### src/rtl/perm_arb.sv
// perm_arb -- two-requester frame arbiter in front of a shared perm core.
//
// Purpose:
//   Grants one of two requesters ownership of the perm input for one
//   8-beat frame at a time. Round-robin on contention. Each completed frame
//   pushes its owner tag into an in-flight FIFO. Result beats from the perm
//   core are routed back to the requester at the FIFO head. A result beat
//   with index 7 retires that tag.
//
// Parameters:
//   TAGDEPTH  depth of the in-flight ownership-tag FIFO (2..8).
//
// Ports:
//   clk, reset                 clock (rising edge) and async active-low reset
//   rN_req / rN_gnt            frame request / registered grant, N = 0,1
//   rN_pushin / rN_din         beat valid / 200-bit beat data from requester N
//   p_pushin / p_dix / p_din   registered beat stream to the perm core
//   p_pushout/p_doutix/p_dout  result stream from the perm core
//   o_pushout0/1, o_doutix,
//   o_dout                     result stream routed to the owning requester
//   err                        sticky: result beat arrived with no tag queued
//   frames0/frames1            (PERM_ARB_STATS_EN only) 16-bit wrapping
//                              count of completed frames per requester
//
// Build option:
//   PERM_ARB_STATS_EN  when defined, adds the frames0/frames1 counters.
module perm_arb #(
    parameter int TAGDEPTH = 4
) (
    input  logic         clk,
    input  logic         reset,
    input  logic         r0_req,
    input  logic         r1_req,
    output logic         r0_gnt,
    output logic         r1_gnt,
    input  logic         r0_pushin,
    input  logic         r1_pushin,
    input  logic [199:0] r0_din,
    input  logic [199:0] r1_din,
    output logic         p_pushin,
    output logic [2:0]   p_dix,
    output logic [199:0] p_din,
    input  logic         p_pushout,
    input  logic [2:0]   p_doutix,
    input  logic [199:0] p_dout,
    output logic         o_pushout0,
    output logic         o_pushout1,
    output logic [2:0]   o_doutix,
    output logic [199:0] o_dout,
    output logic         err
`ifdef PERM_ARB_STATS_EN
    ,
    output logic [15:0]  frames0,
    output logic [15:0]  frames1
`endif
);

    localparam int PW = $clog2(TAGDEPTH);
    localparam int CW = $clog2(TAGDEPTH + 1);
    localparam logic [CW-1:0] DEPTH_C = CW'(TAGDEPTH);
    localparam logic [PW-1:0] LAST_PTR = PW'(TAGDEPTH - 1);

    localparam logic [1:0] IDLE   = 2'd0;
    localparam logic [1:0] GRANT0 = 2'd1;
    localparam logic [1:0] GRANT1 = 2'd2;

    logic [1:0]    state_q, state_d;
    logic          last_q, last_d;      // requester served most recently
    logic [2:0]    beat_q, beat_d;

    logic          p_pushin_q;
    logic [2:0]    p_dix_q;
    logic [199:0]  p_din_q;
    logic          o_pushout0_q, o_pushout1_q;
    logic [2:0]    o_doutix_q;
    logic [199:0]  o_dout_q;
    logic          err_q;

    logic          fifo_q [TAGDEPTH];
    logic [PW-1:0] wr_q, rd_q;
    logic [CW-1:0] cnt_q;

    logic          in_grant, owner, accept, push, pop, route, head;
    logic          full_arb, any_req, pick1;
    logic [199:0]  acc_din;

    always_comb begin
        in_grant = (state_q == GRANT0) || (state_q == GRANT1);
        owner    = (state_q == GRANT1);
        // A beat from a requester without the grant is never accepted.
        accept   = ((state_q == GRANT0) && r0_pushin) ||
                   ((state_q == GRANT1) && r1_pushin);
        acc_din  = owner ? r1_din : r0_din;
        push     = accept && (beat_q == 3'd7);
        route    = p_pushout && (cnt_q != '0);
        pop      = route && (p_doutix == 3'd7);
        head     = fifo_q[rd_q];
        // Occupancy seen by the arbiter includes a same-cycle push but
        // ignores a same-cycle pop, so a freed slot is usable next cycle.
        full_arb = (cnt_q + CW'(push)) == DEPTH_C;
        any_req  = r0_req || r1_req;
        // On a tie the requester that was not served last wins.
        pick1    = r1_req && (!r0_req || !last_q);
    end

    always_comb begin
        state_d = state_q;
        last_d  = last_q;
        beat_d  = beat_q;
        if (accept) begin
            beat_d = beat_q + 3'd1;
        end
        // Arbitrate from IDLE, or in the cycle the final beat is accepted
        // so a pending requester takes over without an IDLE bubble.
        if (!in_grant || push) begin
            if (any_req && !full_arb) begin
                state_d = pick1 ? GRANT1 : GRANT0;
                last_d  = pick1;
                beat_d  = 3'd0;
            end else begin
                state_d = IDLE;
            end
        end
    end

    always_ff @(posedge clk or negedge reset) begin
        if (!reset) begin
            state_q <= IDLE;
            last_q  <= 1'b1;            // requester 0 has priority after reset
            beat_q  <= 3'd0;
        end else begin
            state_q <= state_d;
            last_q  <= last_d;
            beat_q  <= beat_d;
        end
    end

    // Beat stream to the perm core; index/data hold between beats.
    always_ff @(posedge clk or negedge reset) begin
        if (!reset) begin
            p_pushin_q <= 1'b0;
            p_dix_q    <= 3'd0;
            p_din_q    <= '0;
        end else begin
            p_pushin_q <= accept;
            if (accept) begin
                p_dix_q <= beat_q;
                p_din_q <= acc_din;
            end
        end
    end

    // Tag FIFO bookkeeping.
    always_ff @(posedge clk or negedge reset) begin
        if (!reset) begin
            wr_q  <= '0;
            rd_q  <= '0;
            cnt_q <= '0;
        end else begin
            if (push) begin
                wr_q <= (wr_q == LAST_PTR) ? '0 : wr_q + PW'(1);
            end
            if (pop) begin
                rd_q <= (rd_q == LAST_PTR) ? '0 : rd_q + PW'(1);
            end
            cnt_q <= cnt_q + CW'(push) - CW'(pop);
        end
    end

    // Tag storage needs no reset: entries are only read while counted valid.
    always_ff @(posedge clk) begin
        if (push) begin
            fifo_q[wr_q] <= owner;
        end
    end

    // Result routing and the sticky error flag.
    always_ff @(posedge clk or negedge reset) begin
        if (!reset) begin
            o_pushout0_q <= 1'b0;
            o_pushout1_q <= 1'b0;
            o_doutix_q   <= 3'd0;
            o_dout_q     <= '0;
            err_q        <= 1'b0;
        end else begin
            o_pushout0_q <= route && !head;
            o_pushout1_q <= route && head;
            if (route) begin
                o_doutix_q <= p_doutix;
                o_dout_q   <= p_dout;
            end
            if (p_pushout && (cnt_q == '0)) begin
                err_q <= 1'b1;
            end
        end
    end

`ifdef PERM_ARB_STATS_EN
    logic [15:0] frames0_q, frames1_q;

    always_ff @(posedge clk or negedge reset) begin
        if (!reset) begin
            frames0_q <= 16'd0;
            frames1_q <= 16'd0;
        end else if (push) begin
            if (owner) begin
                frames1_q <= frames1_q + 16'd1;
            end else begin
                frames0_q <= frames0_q + 16'd1;
            end
        end
    end

    assign frames0 = frames0_q;
    assign frames1 = frames1_q;
`endif

    assign r0_gnt     = (state_q == GRANT0);
    assign r1_gnt     = (state_q == GRANT1);
    assign p_pushin   = p_pushin_q;
    assign p_dix      = p_dix_q;
    assign p_din      = p_din_q;
    assign o_pushout0 = o_pushout0_q;
    assign o_pushout1 = o_pushout1_q;
    assign o_doutix   = o_doutix_q;
    assign o_dout     = o_dout_q;
    assign err        = err_q;

endmodule

### config.mk
export PLATFORM = sky130hd
export DESIGN_NAME = perm_arb
export DESIGN_NICKNAME = d
export VERILOG_FILES = /design/src/rtl/perm_arb.sv
export SDC_FILE = /design/constraint.sdc
export NUM_CORES = 1
export LEC_CHECK = 0
export CORE_AREA = 2 2 394 396
export CTS_CLUSTER_DIAMETER = 60
export CTS_CLUSTER_SIZE = 25
export DETAILED_ROUTE_END_ITERATION = 7
export DIE_AREA = 0 0 396 398
export PLACE_DENSITY_LB_ADDON = 0.15
export SETUP_SLACK_MARGIN = 0.2
export SLEW_MARGIN = 10
export SYNTH_ARGS = -nofsm -noshare
export SYNTH_HDL_FRONTEND = slang
export SYNTH_SLANG_ARGS = --single-unit
### constraint.sdc
create_clock -name clk -period 5.4 [get_ports clk]
set_input_delay 1.35 -clock clk [delete_from_list [all_inputs] [get_ports clk]]
set_output_delay 1.35 -clock clk [all_outputs]
set_load 0.005 [all_outputs]
# Word-level counts from Yosys, hierarchy flattened
# Memories as Yosys holds them, arrays and structs flattened.
# Index checks and enable logic that the tools add are counted.
# totals
register_bits	423
memories	1
word_cells	60
in_bits	610
output_inout_bits	412
mem_bits_rw	4
# classes
reduce_logical	23
mux	10
eq_ne	7
n_addsub	5
# mem_list
memory	depth	width	read_ports	rd_ports_with_merged_regs	wr	line	text
fifo_q	4	1	1	0	1	79	logic fifo_q [TAGDEPTH];
# op_table
cell	count
$mux W200	1
$logic_and A1 B1 Y1	10
$eq A3 B3 Y1 const B	3
$mux W3	3
$mux W2	4
$eq A2 B2 Y1 const B	3
$logic_not A1 Y1	5
$logic_or A1 B1 Y1	5
$add A2 B1 Y2 const B	2
$add A3 B1 Y3	1
$add A3 B1 Y3 const B	1
$logic_not A3 Y1	1
$reduce_bool A3 Y1	1
$sub A3 B1 Y3	1
$eq A2 B1 Y1 const B	1
$mux W1	2
$reduce_and A2 Y1	1

# Longest topological paths before layout
# logic_depth
ltp_word	10
depth_mapped	14

# Least setup slack after synthesis
# Ideal clock, no wire load.
# synth_path
kind	in2reg
start	input port r1_pushin
end	register beat_q[0]
setup_slack_ns	2.139
path_stages	11
required_ns	5.306
arrival_ns	3.168
cell_sequence	a22oi_4 -> buf_6 -> inv_2 -> nand2_1 -> inv_1 -> ha_1 -> ha_1 -> xnor2_1 -> o311ai_0 -> a21oi_1 -> a221oi_2
# synth_between
elab_chain_cells	9
elab_cells_between_ends	11
classes_between	1 x add/sub; 1 x eq/ne; 3 x mux; 6 x reduce/logical
# synth_rtl
element	line	text
start, declared	37	input logic r1_pushin,
$logic_and A1 B1 Y1 *	92	((state_q == GRANT1) && r1_pushin);
$logic_or A1 B1 Y1 *	91	accept = ((state_q == GRANT0) && r0_pushin) ||
$logic_and A1 B1 Y1 *	94	push = accept && (beat_q == 3'd7);
named net push	83	logic in_grant, owner, accept, push, pop, route, head;
$add A3 B1 Y3	100	full_arb = (cnt_q + CW'(push)) == DEPTH_C;
$eq A3 B3 Y1	100	
$logic_not A1 Y1	116	if (any_req && !full_arb) begin
$logic_and A1 B1 Y1	116	
$mux W3	116	
$mux W3 *	115	if (!in_grant || push) begin
named net beat_d[0]	69	logic [2:0] beat_q, beat_d;
end signal, assigned	134	beat_q <= beat_d;
end, declared	69	
# Mark *: on every way through the listed nets, which the timed path passes. The rest lies on a longest branch.
# A chain may end at the register's enable or synchronous reset.

# Final worst setup path
# layout_path
start	register state_q[0]
end	output port r1_gnt
# layout_between
elab_chain_cells	1
# layout_rtl
element	line	text
start, declared	67	logic [1:0] state_q, state_d;
start signal, assigned	132	state_q <= state_d;
$eq A2 B2 Y1	219	assign r1_gnt = (state_q == GRANT1);
end, declared	35	output logic r1_gnt,
# No other way between the ends.

==> flow_summary.toml <==
[status]
outcome = "finished clean"

[detailed_routing]
routed_wl_mm = 96.6
vias_per_cell = 3.32
ant_nets = 0
vias = 15100
drt-pass1-iter-count = 6
drt_iter0_drc = 375
post-route-drc-count = 0
wl_per_cell_um = 21.2

[grt]
grt_pass1_wl_mm = 131
grtUsageTotal = 0.119
grt_overflow = 0
antenna_found_initial = 78
grt_max_degree = 210
first_global_vias = 16300

[placement]
dpl.cell_count = 4393
post-dp-hpwl_mm = 78.4
gp_congestion = 0.813
io_buffers = 1021

[timing]
hold_violations = 0
skew_ps = 19.5
fin_crit_sh = 0.646
slew_headroom = 0.408
rsz0062_at_grt = "no"
slew_viol_final = 0
worst_pin_slew_ps = 888
setup_viol = 0
setup_tns_ps = 0
fin_crit_ps = 3490
fmax_mhz = 287

[clock_tree]
ctsHtreeMaxLevel = 3
postCtsHoldBufs = 0
path_clk_slew_ps = 50
postCtsSetupBuffers = 0
cts_made_buffers = 74
clk_latency_ps = 660
clockBufferDepth = 3
cts.sinks = 427
post_cts_resized = 0
cts_tree = "yes"
cts_root_buf = "clkbuf_16"

[synthesis]
yosys.cell_types.count = 37
netlist_instances = 1398
synth_edf_count = 4
synth_common_cells = "422 x dfrtp_1, 213 x nand2_1, 202 x o21ai_0"
ys_warn_count = 0
synth_seq_cells = 427
ys.flop_type = "dfrtp_1"
synth_fp_nets = 2021
yosysSeqAreaShare = 0.602
yosysMostFrequentCell = "dfrtp_1"
ys_async_sr_fraction = 0.991
synth_top_area_frac = 0.594
yosysTopAreaCell = "dfrtp_1"
syn-cell-area_um2 = 17800
syn_area_per_cell_um2 = 12.7
synth_area_leaders = "dfrtp_1 59%, mux2_2 12%, mux2i_1 11%"

[power]
p_leak_nw = 13.0
p_per_area_nw_per_um2 = 535
ir_worst_vdd_v = 0.000304

[cells_and_area]
n_fill_cell = 16500
finalNonFillerCells = 4559
layout-drive-gt1-share = 0.144
nets = 3048
area_delta_synth_final_pct = 86.0

[setup_path]
path_cells = "inv_1 > ha_4 > clkdlybuf4s50_1"
path_max_fanout = 18
startpoint = "state_q[0]"
r2r_end = "beat_q[1]"
slowest_delay_ps = 580
end_kind = "primary output"
crit_end = "r1_gnt"
critPathLaunchType = "flop"
slowest_stage = "clkdlybuf4s50_1"
r2r_setup_slack_ps = 2300
crit_type = "flop to primary output"
r2r-start = "state_q[0]"
cp.arrival_ps = 2140
critPathRequiredTime_ps = 4050
r2r_cells = 11

[die]
coreArea_um2 = 153000
die_h_um = 398
io_pins = 1022
start_util = 0.116
die_w_um = 396
num_rows = 144
die_area_um2 = 158000

[worst_hold_path]
hold_path_class = "flop to flop"

[run]
max-cap-violations = 0
## state kept, by name (all words and copies together), names as in the netlist, 2 cells and up
| register | count |
|---|---|
| beat_q | 3 |
| cnt_q | 3 |
| fifo_q | 4 |
| o_dout | 200 |
| o_doutix | 3 |
| p_din | 200 |
| p_dix | 3 |
| rd_q | 2 |
| state_q | 2 |
| wr_q | 2 |
## worst min-delay path by stage
stage                     startpoint  cells after the start   to
final                            err                      1  err
after global routing             err                      1  err
after CTS                        err                      1  err
after detailed placement         err                      1  err
after global placement           err                      1  err
after floorplan                  err                      1  err
## metal layers
| layer | share of wire | track usage | wire length, um |
|---|---|---|---|
| met5 | 0.0021 | 0 | 207 |
| met1 | 0.36 | 0.126 | 35200 |
| met2 | 0.50 | 0.206 | 48100 |
| met4 | 0.024 | 0.0407 | 2370 |
| met3 | 0.11 | 0.0594 | 10800 |
## through the flow
step           hold slack [ps]   util  instance area, um^2  setup WS (ps)  power (W)
3_3_place_gp               445  0.198                30400           1360     0.0130
2_1_floorplan              451      -                17800           2140    0.00820
4_1_cts                    466  0.215                33000           1800     0.0182
3_5_place_dp               453  0.198                30400           1350     0.0130
5_1_grt                    483  0.215                33000           1760     0.0190
6_report                   459  0.216                33100           1910     0.0177
## worst max-delay path: cells and delay by family, from the launching register on
kind | cells | cell delay (ps)
adders and majority gates | 1 | 410
buffers and inverters | 2 | 680
DFF | 1 | 390
## power by group
group | total (W) | internal (W) | switching [W]
combinational | 0.00725 | 0.00417 | 0.00307
sequential | 0.00552 | 0.00469 | 0.000827
clock | 0.00492 | 0.00298 | 0.00194
## area by class of cell
type,instances,area [um^2],share of cell area
timing repair buffer,1042,10500,0.318
clock inverter,47,567,0.0171
sequential,427,10700,0.324
antenna,29,72.6,0.00219
tap,2044,2560,0.0773
multi-input combinational,870,6580,0.199
clock buffer,90,2020,0.0611
inverter,10,37.5,0.00114
## cells in the final DEF, fill, tap and decap left out, types with 5 or more instances in the layout
cell,Yosys,layout
bufinv_16,0,5
o21ai_0,202,202
clkinv_4,0,5
clkinvlp_4,0,8
inv_1,9,9
clkbuf_16,0,74
buf_4,16,10
diode_2,0,29
buf_12,0,11
clkinv_2,0,11
mux2_1,11,11
inv_6,0,11
ha_1,13,12
nor2_1,6,6
clkbuf_8,0,11
mux2i_1,200,200
clkdlybuf4s50_1,0,1020
clkbuf_1,26,5
mux2_2,194,194
nand2_1,213,213
dfrtp_1,422,422
## cell families after synthesis
family                   after synthesis  share of synthesized area
buffers and inverters                101                     0.0285
flip-flops                           427                      0.602
adder cells (fa/ha/maj)               13                    0.00915
XOR/XNOR                               2                   0.000986
AND/OR/NAND/NOR                      234                     0.0515
AO/OA/AOI/OAI                        215                     0.0638
multiplexers                         406                      0.244
No activity file was read; power rests on OpenSTA's default activity.
